## src/rtl/boot_loader_if.sv

```systemverilog
// boot_loader_if: byte-serial valid/ready link feeding the boot loader.
interface boot_loader_if;
   logic [7:0] rx_data;
   logic       rx_valid;
   logic       rx_ready;
   modport master (output rx_data, rx_valid, input rx_ready);
   modport slave (input rx_data, rx_valid, output rx_ready);
endinterface

```

## src/rtl/boot_loader.sv

```systemverilog
// boot_loader: streams a length-prefixed, checksummed image into instruction ROM
// and holds the CPU in reset until the image is complete and verified.
module boot_loader #(
   parameter int ADDR_W    = 15,
   parameter int DATA_W    = 16,
   parameter int MAX_WORDS = 32768
) (
   input  logic              i_clk,
   input  logic              i_rst_n,
   boot_loader_if.slave      rx,
   input  logic              i_reload,
   output logic [ADDR_W-1:0] o_rom_addr,
   output logic [DATA_W-1:0] o_rom_wdata,
   output logic              o_rom_we,
   output logic              o_cpu_reset,
   output logic              o_load_done,
   output logic              o_error,
   output logic [15:0]       o_word_count
);
   typedef enum logic [2:0] {
      S_LEN_HI, S_LEN_LO, S_DATA_HI, S_DATA_LO, S_CSUM, S_RUN, S_ERR
   } state_t;
   state_t            r_state, w_next;
   logic              w_xfer, w_last;
   logic [15:0]       w_len, r_len, r_word_count;
   logic [7:0]        r_hi, r_sum;
   logic [ADDR_W-1:0] r_rom_addr;
   logic [DATA_W-1:0] r_rom_wdata;
   logic              r_rom_we;
   assign w_xfer = rx.rx_valid & rx.rx_ready;
   assign w_len  = {r_len[15:8], rx.rx_data};
   assign w_last = (r_word_count + 16'd1) == r_len;
   always_ff @(posedge i_clk or negedge i_rst_n)
      if (!i_rst_n) r_state <= S_LEN_HI;
      else          r_state <= w_next;
   always_comb begin
      w_next = r_state;
      case (r_state)
         S_LEN_HI:  if (w_xfer) w_next = S_LEN_LO;
         S_LEN_LO:  if (w_xfer) w_next = (w_len == 16'd0) ? S_CSUM :
                                        ({1'b0, w_len} > 17'(MAX_WORDS)) ? S_ERR : S_DATA_HI;
         S_DATA_HI: if (w_xfer) w_next = S_DATA_LO;
         S_DATA_LO: if (w_xfer) w_next = w_last ? S_CSUM : S_DATA_HI;
         S_CSUM:    if (w_xfer) w_next = (rx.rx_data == r_sum) ? S_RUN : S_ERR;
         S_RUN:     if (i_reload) w_next = S_LEN_HI;
         default:   w_next = r_state;
      endcase
   end
   always_comb begin
      rx.rx_ready = !(r_state == S_RUN || r_state == S_ERR);
      o_cpu_reset = r_state != S_RUN;
      o_load_done = r_state == S_RUN;
      o_error     = r_state == S_ERR;
   end
   // word_count doubles as the 0-based ROM index of the word being assembled
   always_ff @(posedge i_clk or negedge i_rst_n)
      if (!i_rst_n) begin
         r_len        <= '0;
         r_hi         <= '0;
         r_sum        <= '0;
         r_word_count <= '0;
         r_rom_addr   <= '0;
         r_rom_wdata  <= '0;
         r_rom_we     <= 1'b0;
      end else begin
         r_rom_we <= 1'b0;
         if (w_xfer)
            case (r_state)
               S_LEN_HI: r_len <= {rx.rx_data, 8'd0};
               S_LEN_LO: r_len <= w_len;
               S_DATA_HI: begin
                  r_hi  <= rx.rx_data;
                  r_sum <= r_sum + rx.rx_data;
               end
               S_DATA_LO: begin
                  r_rom_we     <= 1'b1;
                  r_rom_wdata  <= DATA_W'({r_hi, rx.rx_data});
                  r_rom_addr   <= r_word_count[ADDR_W-1:0];
                  r_word_count <= r_word_count + 16'd1;
                  r_sum        <= r_sum + rx.rx_data;
               end
               default: ;
            endcase
         if (r_state == S_RUN && i_reload) begin
            r_word_count <= '0;
            r_sum        <= '0;
         end
      end
   assign o_rom_addr   = r_rom_addr;
   assign o_rom_wdata  = r_rom_wdata;
   assign o_rom_we     = r_rom_we;
   assign o_word_count = r_word_count;
endmodule
```

## src/flat_wrapper.sv

```systemverilog
// flat-port wrapper written by rule: the top's interface ports become plain ports
module boot_loader_flat 
#(
   parameter int ADDR_W    = 15,
   parameter int DATA_W    = 16,
   parameter int MAX_WORDS = 32768
)
  (i_clk, i_rst_n, i_reload, o_rom_addr, o_rom_wdata, o_rom_we, o_cpu_reset, o_load_done, o_error, o_word_count, rx_rx_data, rx_rx_valid, rx_rx_ready);
  boot_loader_if rx_i ();
  input  logic i_clk;
  input  logic i_rst_n;
  input  logic i_reload;
  output logic [ADDR_W-1:0] o_rom_addr;
  output logic [DATA_W-1:0] o_rom_wdata;
  output logic o_rom_we;
  output logic o_cpu_reset;
  output logic o_load_done;
  output logic o_error;
  output logic [15:0] o_word_count;
  input wire logic [$bits(rx_i.rx_data)-1:0] rx_rx_data;
  input wire logic [$bits(rx_i.rx_valid)-1:0] rx_rx_valid;
  output wire logic [$bits(rx_i.rx_ready)-1:0] rx_rx_ready;
  assign rx_i.rx_data = rx_rx_data;
  assign rx_i.rx_valid = rx_rx_valid;
  assign rx_rx_ready = rx_i.rx_ready;
  boot_loader #(.ADDR_W(ADDR_W), .DATA_W(DATA_W), .MAX_WORDS(MAX_WORDS)) u_core (.i_clk(i_clk), .i_rst_n(i_rst_n), .rx(rx_i), .i_reload(i_reload), .o_rom_addr(o_rom_addr), .o_rom_wdata(o_rom_wdata), .o_rom_we(o_rom_we), .o_cpu_reset(o_cpu_reset), .o_load_done(o_load_done), .o_error(o_error), .o_word_count(o_word_count));
endmodule
```

## config.mk

```make
export PLATFORM = sky130hd
export DESIGN_NAME = boot_loader_flat
export DESIGN_NICKNAME = d
export VERILOG_FILES = /design/src/rtl/boot_loader_if.sv /design/src/rtl/boot_loader.sv /design/src/flat_wrapper.sv
export SDC_FILE = /design/constraint.sdc
export NUM_CORES = 1
export LEC_CHECK = 0
export ABC_AREA = 1
export BUFFER_PORTS_ARGS = -buffer_cell sky130_fd_sc_hd__buf_2
export CAP_MARGIN = 20
export CORE_ASPECT_RATIO = 1.25
export CORE_MARGIN = 3
export CORE_UTILIZATION = 42
export CTS_BUF_LIST = sky130_fd_sc_hd__clkbuf_2 sky130_fd_sc_hd__clkbuf_4 sky130_fd_sc_hd__clkbuf_8
export CTS_CLUSTER_SIZE = 12
export DETAILED_ROUTE_END_ITERATION = 16
export GPL_TIMING_DRIVEN = 0
export PLACE_DENSITY_LB_ADDON = 0.1
export SETUP_SLACK_MARGIN = 0.02
export SLEW_MARGIN = 20
export SYNTH_ARGS = -nofsm -noshare
export SYNTH_HDL_FRONTEND = slang
export SYNTH_SLANG_ARGS = --single-unit
```

## constraint.sdc

```tcl
create_clock -name i_clk -period 1.6 [get_ports i_clk]
set_input_delay 0.16 -clock i_clk [delete_from_list [all_inputs] [get_ports i_clk]]
set_output_delay 0.16 -clock i_clk [all_outputs]
set_load 0.1 [all_outputs]
```

# == Word level (Yosys, flattened, before mapping) ==
# Cells that the tools add are included.
# totals
inputBits,12
ff_bits,83
output_inout_bits,52
# classes
n_eq_ne,15
bitwise_logic,2
add_sub_neg,2
muxes,20
order_cmp,1
reduce_logical,18
# op_table
op,count
$mux W16,3
$pmux W16 S2,1
$mux W3,9
$mux W8,3
$pmux W3 S6,1
$add A16 B1 Y16 const B,1
$eq A16 B16 Y1,1
$gt A16 B16 Y1 const B,1
$logic_not A16 Y1,1
$ne A2 B1 Y1 const B,5
$reduce_and A2 Y1,5
$eq A3 B3 Y1 const B,3
$add A8 B8 Y8,1
$eq A8 B8 Y1,1
$reduce_bool A2 Y1,4
$reduce_and A7 Y1,1
$eq A3 B2 Y1 const B,2
$reduce_bool A6 Y1,1
$eq A3 B1 Y1 const B,1
$logic_not A3 Y1,1
$ne A3 B3 Y1 const B,1
$reduce_and A3 Y1,1
$mux W1,2
$mux W2,1
other kinds (7),7

# == Logic depth before layout (Yosys ltp) ==
# Gate-level depths: netlist (run 1).
# logic_depth
depth_word,6
depth_mapped,17
mapped_depth_nobuf,17

# == Worst setup path after synthesis (run 1) ==
# No wires, ideal clock.
# synth_path
kind,register to output
startpoint,register u_core.r_state[0]
endpoint,output rx_rx_ready
slack_ps,-1872
t_arrival_ps,3312
required_time_ps,1440
stages_incl_launch_ff,6
n_path_buf,0
path_cell_list,dfrtp_1 > inv_2 > nor3_2 > inv_1 > o21ai_0 > inv_1
# synth_between
elab_chain_len,3
elab_cells_between_ends,4
classes_between,eq/ne: 2; reduce/logical: 2
# synth_rtl
element,line_no,rtl
from (decl),boot_loader.sv:23,"state_t r_state, w_next;"
from (signal assigned),boot_loader.sv:35,else r_state <= w_next;
$eq A3 B3 Y1,-,
via o_load_done,flat_wrapper.sv:17,output logic o_load_done;
$logic_or A1 B1 Y1,boot_loader.sv:50,rx.rx_ready = !(r_state == S_RUN || r_state == S_ERR);
$logic_not A1 Y1,boot_loader.sv:50,
to (decl),flat_wrapper.sv:22,output wire logic [$bits(rx_i.rx_ready)-1:0] rx_rx_ready;
# The timed path passes the listed nets, and every way through them passes these cells.

# == Final worst setup path (run 1) ==
# layout_path
startpoint,"register u_core.r_word_count[1], in the netlist u_core.o_word_count[1]"
endpoint,register u_core.r_state[1]
# layout_between
elab_chain_len,5
# layout_rtl
element,line_no,rtl
from (decl),boot_loader.sv:25,"logic [15:0] w_len, r_len, r_word_count;"
from (signal assigned),boot_loader.sv:79,r_word_count <= r_word_count + 16'd1;
$add A16 B1 Y16,boot_loader.sv:32,assign w_last = (r_word_count + 16'd1) == r_len;
$eq A16 B16 Y1,boot_loader.sv:32,
$mux W3 (2 in series),boot_loader.sv:43,S_DATA_LO: if (w_xfer) w_next = w_last ? S_CSUM : S_DATA_HI;
$pmux W3 S6,boot_loader.sv:38,case (r_state)
# No other way between the ends. The select of a mux whose other input is x is not followed.
# A chain may end at the register's enable or synchronous reset.

==> metrics, run 1 <==
count leader, synth nand2_1; core box area 9660 µm²; Layout area overhead 29.0%; gr usage total 0.213; Die ar. 11,200 µm²; RSZ-0062 raised after global routing true; pin count of the biggest net entering global routing 44; io pins 64; cts bufs inserted 9; min-delay worst type input pin to register; Initial Utilization 0.433; max-cap violations 0; IO buf count 63; footprint of the multi-input gates 2060 µm²; DR WL/cell 15.3 µm; CP Capture Type register; f_max 493 MHz; GR Overflow Total 0; setup violators final 56; sequential standard cell area 2100 µm²; failing checks setup timing; dpl cell area 4800 µm²; outcome complete, but fails checks; Placement Rows 40; number of instances in the placed design 716; Die Height 118 µm; kind of critical path register to register; ys flop type dfrtp_1; sequential fraction of the synthesis area 0.497; filler cell count 943; Distinct cells, synth 32; drt pass-1 iters 5; post-synth top area share 0.497; residual DRC count 0; crit-path max FO 6; Synth area leaders dfrtp_1 50%, nand2_1 15%, o21ai_0 6.6%, nand3_1 5.0%, inv_1 4.8%; reg2reg path depth 16; first-pass GRT wire length 18.8 mm; via/cell ratio 5.13; clock root cell clkbuf_8; Synth Cell Area 4180 µm²; GP Congestion 0.865; met2 usage 0.366; Worst setup SP type register; Worst Tran Pin Value 554 ps; H-tree depth 3; number of synthesized flops with an enable pin 0; Worst Skew 6.70 ps; CTS max path bufs 2; vias in the first global route 3,931; commonest cells in the netlist 165 x nand2_1, 83 x dfrtp_1, 55 x o21ai_0; antenna-violating nets left 0; WP data arrival 2290 ps; setup_tns -7370 ps; hpwl dp 8.19 mm; CTS tree yes; ANT cells 0; Final period util 1.27; number of antenna violations at the first check in global routing 0; Hold WS 182 ps; Hold Path Depth 3; Clock Latency Late Sink 360 ps; Pins Over Slew Limit 0; Nets 640; synth warn 0; drt first-iter violations 159; net count after synthesis 547; Design Area, Final 5390 µm²; Finished Layout Cells 750; post-synthesis register bit count 83; Post-Route WL 11.5 mm; Hold Violations, Final 0; average cell area after synthesis 7.95 µm²; chip width 95.2 µm; share of cells above drive strength 1 0.311; Slew HR 0.631; Worst Path Required 1860 ps; Synth area leader dfrtp_1; GR peak layer met2; Post-Syn Instances 526; via count 3,848; grt met3 use 0.0345; CTS sink count 83; clock slew at reported path FFs 90 ps; Async SR Flop Fraction 1.00; met1 usage 0.268; fin crit period 2030 ps; worst setup margin -430 ps
[layer usage]
metal / routed length (µm) / vias up
met5: 0 / -
met4: 175 / 0
met3: 541 / 16
met2: 5880 / 94
met1: 4880 / 1829
li1: - / 1909
[cell type report]
cell class | instances | area share
timing repair buffer | 82 | 0.0996
clock inverter | 7 | 0.0197
clock buffer | 9 | 0.0230
multi-input combinational | 373 | 0.382
sequential | 83 | 0.390
buffer | 12 | 0.0137
tap | 126 | 0.0292
inverter | 58 | 0.0425
[registers in the layout (all words and copies together), names as in the netlist]
name and flops:
u_core.r_len 16, u_core.r_state 3, u_core.o_rom_addr 15, u_core.r_hi 8
u_core.o_rom_we 1, u_core.r_sum 8, u_core.o_rom_wdata 16, u_core.o_word_count 16
[layout by cell type, fill, tap and decap left out, types with 3 or more instances in the layout]
cell type / instances
nand2_1: 151
dfrtp_1: 67
buf_2: 60
inv_1: 48
o21ai_0: 39
nand3_1: 28
nor2_1: 23
o21ai_1: 21
nand3_2: 15
nand2_2: 14
dfrtp_2: 14
o22ai_1: 13
buf_4: 13
nand4_1: 10
clkbuf_8: 10
nor2_4: 8
buf_6: 8
inv_2: 7
clkbuf_2: 7
nor2_2: 7
xor2_1: 4
nor3_1: 4
ha_1: 4
nand2_4: 3
o21ai_2: 3
xnor2_1: 3
a21oi_2: 3
nand3b_1: 3
nor4_1: 3
ha_4: 3
inv_6: 3
buf_12: 3
[worst max-delay path, cell delays in order, from the launching register on]
cell     delay (ps)
dfrtp_4         460
ha_4            170
nand2_4          50
nor2_4          210
nand3_2         110
nand2_2         100
nand2_2          70
nand2_2          80
nand2_2          50
nor2_2          120
nand2_2          90
nor2_4          130
nand2_1          60
nand2_1          60
nand2_1          50
nand2_1          70
nand2_1          50
[stage by stage]
stage / utilization / setup WS [ps]
floorplan: - / -1130
CTS: 0.545 / -389
global placement: 0.495 / -643
detailed placement: 0.497 / -437
global route: 0.558 / -549
finish: 0.558 / -430
[cells by family (layout without fill, tap and decap cells)]
family / Yosys count / after routing / synth area share
compound gates: 86 / 86 / 0.110
simple gates: 271 / 271 / 0.286
flops: 83 / 83 / 0.497
fa+ha+maj: 9 / 9 / 0.0287
xor+xnor: 7 / 7 / 0.0147
buf+inv: 70 / 168 / 0.0644
[repair_timing]
item	CTS	global route
resized for setup	29	40
pin swaps	8	30
endpoints found under the hold margin	40	0
hold buffers	1	0
setup endpoints to repair	71	80
buffers inserted	17	2
[final timing paths]
path                                        startpoint                     end  slack, ps
worst max register to register  u_core.o_word_count[1]       u_core.r_state[1]       -430
max in group asynchronous                      i_rst_n  u_core.o_word_count[9]        640
min in group asynchronous                      i_rst_n  u_core.o_word_count[0]        330
worst max-delay path            u_core.o_word_count[1]       u_core.r_state[1]       -430
worst min register to register  u_core.o_rom_wdata[11]  u_core.o_rom_wdata[11]        470
worst min-delay path                     rx_rx_data[7]         u_core.r_len[7]        180
Power of run 1 is not shown: default switching activity piles up to over one toggle a cycle in this logic, so the estimate is an artifact.
==> inputs of run 2 (changes only) <==
--- a/config.mk
+++ b/config.mk
@@ -16,7 +16,9 @@
 export DETAILED_ROUTE_END_ITERATION = 16
 export GPL_TIMING_DRIVEN = 0
 export PLACE_DENSITY_LB_ADDON = 0.1
+export RECOVER_POWER = 25
 export SETUP_SLACK_MARGIN = 0.02
+export SKIP_CTS_REPAIR_TIMING = 1
 export SLEW_MARGIN = 20
 export SYNTH_ARGS = -nofsm -noshare
 export SYNTH_HDL_FRONTEND = slang
==> run 2 against run 1 <==
Compared with the run above: the run still ends with setup timing left; worst hold slack got worse by 7.5 ps; die area stayed put; clock-buffer cell count unchanged; sequential share of layout area rose by 0.66 points; setup slack gained 3.3 ps; critical endpoint unchanged.
==> metrics, run 2 (same netlist as run 1, synthesis figures left out) <==
setup violators final 56 (unchanged); clock root cell clkbuf_8; Crit path depth 16 (unchanged); R2R Setup Slk -430 ps (about the same); via/cell ratio 5.13 (about the same); fin crit period 2030 ps (-3.26 ps); Slowest-stage cell, CP dfrtp_4; Slew HR 0.281 (-0.350); reg2reg path depth 16 (unchanged); Initial Utilization 0.433 (unchanged); Pins Over Slew Limit 0 (unchanged); core box area 9660 µm² (unchanged); residual DRC count 0 (unchanged); Post-Route WL 11.4 mm (-0.80%); io pins 64 (unchanged); CTS max path bufs 2 (unchanged); CP top delay family simple AND/OR/NAND/NOR gates; pin count of the biggest net entering global routing 44 (unchanged); critical path launch point u_core.o_word_count[1]; antenna-violating nets left 0 (unchanged); crit-path max FO 6 (unchanged); kind of critical path register to register; commonest non-fill, non-tap cell in the layout nand2_1; GP Congestion 0.865 (unchanged); ANT cells 0 (unchanged); Worst Tran Pin Value 1080 ps (+525 ps); Worst Skew 9.04 ps (+2.34 ps); Final period util 1.27 (-0.00204); f_max 493 MHz (+0.16%); Die Height 118 µm (unchanged); Clock Latency Late Sink 370 ps (about the same); Worst Path Required 1860 ps (about the same); WP data arrival 2290 ps (about the same); clock slew at reported path FFs 100 ps (about the same); GR Overflow Total 0 (unchanged); H-tree depth 3 (unchanged); chip width 95.2 µm (unchanged); drt first-iter violations 163 (+2.5%); most frequent cells in the layout 155 x nand2_1, 67 x dfrtp_1, 60 x buf_2; vias in the first global route 3,804 (-3.2%); CTS tree yes; CP peak stage delay 460 ps (about the same); WP buf/inv 0 (unchanged); Setup crit end u_core.r_state[1]; outcome complete, but fails checks; max-cap violations 0 (unchanged); failing checks setup timing; worst setup margin -427 ps (+3.26 ps); Placement Rows 40 (unchanged); Worst setup SP type register; RR Endpoint u_core.r_state[1]; hpwl dp 8.19 mm (unchanged); CP Capture Type register; RSZ-0062 raised after global routing true; Place WS -437 ps (unchanged); Nets 637 (-0.47%); IO buf count 63 (unchanged); reg2reg start u_core.o_word_count[1]; drt pass-1 iters 6 (+1); first-pass GRT wire length 18.2 mm (-2.8%); worst path cell trace ha_4 > nand2_4 > nor2_4 > nand3_2 > nand2_2 > nand2_2 > nand2_2 > nand2_2 > nor2_2 > nand2_2 > nor2_2 > nand2_1 > nand2_1 > nand2_1 > nand2_1 > nand2_1; gr usage total 0.207 (-0.00622); DR WL/cell 15.2 µm (-0.40%); cts bufs inserted 9 (unchanged); Hold Violations, Final 0 (unchanged); min-delay worst type input pin to register; CTS sink count 83 (unchanged); share of cells above drive strength 1 0.298 (-0.0130); via count 3,835 (-0.34%); Layout area overhead 26.8%; Die ar. 11,200 µm² (unchanged); number of antenna violations at the first check in global routing 0 (unchanged)
## run 2: metrics by stage
stage | instances | TNS [ps] | utilization | hold WS [ps] | cell area [µm²]
after global placement | 715 | -51520 | 0.495 | 453 | 4780
after CTS | 732 | -22050 | 0.521 | -215 | 5030
after floorplan | 526 | -13680 | - | -136 | 4310
final | 747 | -9880 | 0.549 | 174 | 5300
after global routing | 747 | -21410 | 0.549 | 188 | 5300
after detailed placement | 716 | -19260 | 0.497 | 185 | 4800
## run 2: area by class of cell
| class | instances | area [µm²] |
|---|---|---|
| fillers | 945 | 4360 |
| inverters | 58 | 229 |
| repair buffers | 79 | 480 |
| clock inverters | 7 | 106 |
| plain buffers | 12 | 73.8 |
| flip-flops and latches | 83 | 2100 |
| multi-input cells | 373 | 2030 |
| well taps | 126 | 158 |
| clock buffers | 9 | 124 |
## run 2: routing by layer
metal,GRT usage,vias to the layer above,part of all wire
li1,-,1910,-
met1,0.266,1824,0.44
met2,0.348,87,0.51
met3,0.0358,14,0.038
met4,0.0704,0,0.017
met5,0,-,0
## run 2: worst min path at each step
stage                              to  cells past startpoint                   start
6_report        u_core.o_rom_wdata[7]                      3           rx_rx_data[7]
5_1_grt               u_core.r_len[7]                      3           rx_rx_data[7]
3_5_place_dp     u_core.o_rom_addr[1]                      1                 i_rst_n
4_1_cts        u_core.o_word_count[0]                      1                 i_rst_n
2_1_floorplan    u_core.o_rom_addr[0]                      0                 i_rst_n
3_3_place_gp   u_core.o_rom_wdata[14]                      2  u_core.o_rom_wdata[14]
## run 2: tightest hold or removal path, cell delays in order
cell,delay (ps)
buf_2,120
inv_1,120
o21ai_0,100
Power of run 2 is left out for the same reason.
==> inputs of run 3 (changes only) <==
--- a/config.mk
+++ b/config.mk
@@ -10,13 +10,14 @@
 export CAP_MARGIN = 20
 export CORE_ASPECT_RATIO = 1.25
 export CORE_MARGIN = 3
-export CORE_UTILIZATION = 42
+export CORE_UTILIZATION = 53
 export CTS_BUF_LIST = sky130_fd_sc_hd__clkbuf_2 sky130_fd_sc_hd__clkbuf_4 sky130_fd_sc_hd__clkbuf_8
 export CTS_CLUSTER_SIZE = 12
 export DETAILED_ROUTE_END_ITERATION = 16
 export GPL_TIMING_DRIVEN = 0
 export PLACE_DENSITY_LB_ADDON = 0.1
 export RECOVER_POWER = 25
+export REMOVE_ABC_BUFFERS = 1
 export SETUP_SLACK_MARGIN = 0.02
 export SKIP_CTS_REPAIR_TIMING = 1
 export SLEW_MARGIN = 20
==> run 3 against run 2 <==
Compared with the run above: the run still ends with setup timing left; non-clock buffer count rose by 4; maximum frequency rose by 2.2%; final cell count fell by 3.1%; critical path type unchanged.
==> metrics, run 3 (same netlist as run 1, synthesis figures left out) <==
R2R Setup Slk -380 ps (+40 ps); Pins Over Slew Limit 0 (unchanged); vias in the first global route 3,524 (-7.4%); hpwl dp 7.10 mm (-13%); pin count of the biggest net entering global routing 64 (+45%); outcome complete, but fails checks; min-delay worst type input pin to register; worst path cell trace ha_4 > nand2_4 > nor2_4 > nand3_2 > nand2_2 > nand2_2 > nand2_1 > nand2_1 > nor2_2 > nand2_1 > nor2_2 > nand2_1 > nand2_1 > nand2_1 > nand2_1 > nand2_1; commonest non-fill, non-tap cell in the layout nand2_1; worst setup margin -383 ps (+43.9 ps); CTS tree yes; failing checks setup timing; most frequent cells in the layout 139 x nand2_1, 76 x dfrtp_1, 58 x buf_2; uppermost layer routed met4; reg2reg path depth 16 (unchanged); Hold Violations, Final 0 (unchanged); Worst Skew 10.5 ps (+1.47 ps); IO buf count 63 (unchanged); wire length on met3 634 µm (+46%); ANT cells 0 (unchanged); Worst Path Required 1870 ps (about the same); DRT met1 WL 4.87 mm (-2.0%); Place WS -1360 ps (-918 ps); max-cap violations 0 (unchanged); antenna-violating nets left 0 (unchanged); CP peak stage delay 440 ps (-20 ps); clock slew at reported path FFs 100 ps (about the same); via/cell ratio 5.55 (+8.1%); met2 wire length 6.36 mm (+10%); CTS max path bufs 2 (unchanged); gr usage total 0.232 (+0.0245); fin crit period 1980 ps (-43.9 ps); WP data arrival 2250 ps (-40 ps); share of cells above drive strength 1 0.340 (+0.0423); CP top delay family simple AND/OR/NAND/NOR gates; Die Height 105 µm (-10%); kind of critical path register to register; setup_tns -7510 ps (+2370 ps); chip width 85.4 µm (-10%); via count 4,018 (+4.8%); number of antenna violations at the first check in global routing 0 (unchanged); Finished Layout Cells 724 (-3.1%); clock root cell clkbuf_8; hold path startpoint rx_rx_data[0]; GR Overflow Total 0 (unchanged); CTS sink count 83 (unchanged); RSZ-0062 raised after global routing true; DR WL/cell 16.9 µm (+11%); Crit path depth 16 (unchanged); Layout area overhead 34.0%; H-tree depth 3 (unchanged); Post-Route WL 12.2 mm (+7.4%); drt first-iter violations 272 (+67%); Die ar. 9000 µm² (-20%); critical path launch point u_core.o_word_count[1]; io pins 64 (unchanged); Slowest-stage cell, CP dfrtp_2; residual DRC count 0 (unchanged); f_max 504 MHz (+2.2%); Worst setup SP type register; Placement Rows 35 (-13%); CP dominant cell by count nand2_1; Final period util 1.24 (-0.0274); number of instances in the placed design 670 (-6.4%); setup violators final 61 (+8.9%); Worst Tran Pin Value 703 ps (-376 ps); drt pass-1 iters 7 (+1); Hold WS 182 ps (+7.17 ps); Slew HR 0.532 (+0.251); crit-path max FO 7 (+1); cts bufs inserted 9 (unchanged); WP buf/inv 0 (unchanged); CP Capture Type register; first-pass GRT wire length 16.7 mm (-8.5%); Clock Latency Late Sink 370 ps (about the same); GP Congestion 0.924 (+6.8%); reg2reg start u_core.o_word_count[1]; Initial Utilization 0.555 (+0.122); Nets 648 (+1.7%); core box area 7530 µm² (-22%); Hold Path Depth 3 (unchanged)
run 3: worst paths after layout:
path / endpoint
worst max-delay path: u_core.r_state[1]
worst min-delay path: u_core.o_rom_wdata[0]
worst max register to register: u_core.r_state[1]
worst min register to register: u_core.o_rom_wdata[13]
max in group asynchronous: u_core.r_sum[0]
min in group asynchronous: u_core.o_rom_addr[3]
run 3: area by class of cell:
class	count	area, µm²
clock buffers	9	124
clock inverters	7	72.6
fillers	552	1930
inverters	58	243
multi-input cells	374	2190
flip-flops and latches	83	2090
well taps	92	115
repair buffers	95	676
repair inverters	6	93.8
run 3: through the flow:
step                instance area (µm²)  utilization
floorplan                          4130            -
global placement                   4560        0.605
detailed placement                 4590        0.609
CTS                                4790        0.635
global route                       5600        0.744
finish                             5600        0.744
run 3: layer usage:
metal,vias to the layer above,GRT usage
met4,0,0.0713
met1,1920,0.302
met5,-,0
met3,26,0.0375
met2,137,0.394
li1,1935,-
run 3: worst register-to-register path: cells and delay by family, from the launching register on:
| family | cells | cell delay [ps] |
|---|---|---|
| AND/OR/NAND/NOR | 15 | 1240 |
| adder cells (fa/ha/maj) | 1 | 190 |
| flip-flops | 1 | 440 |
Power of run 3 is left out for the same reason.
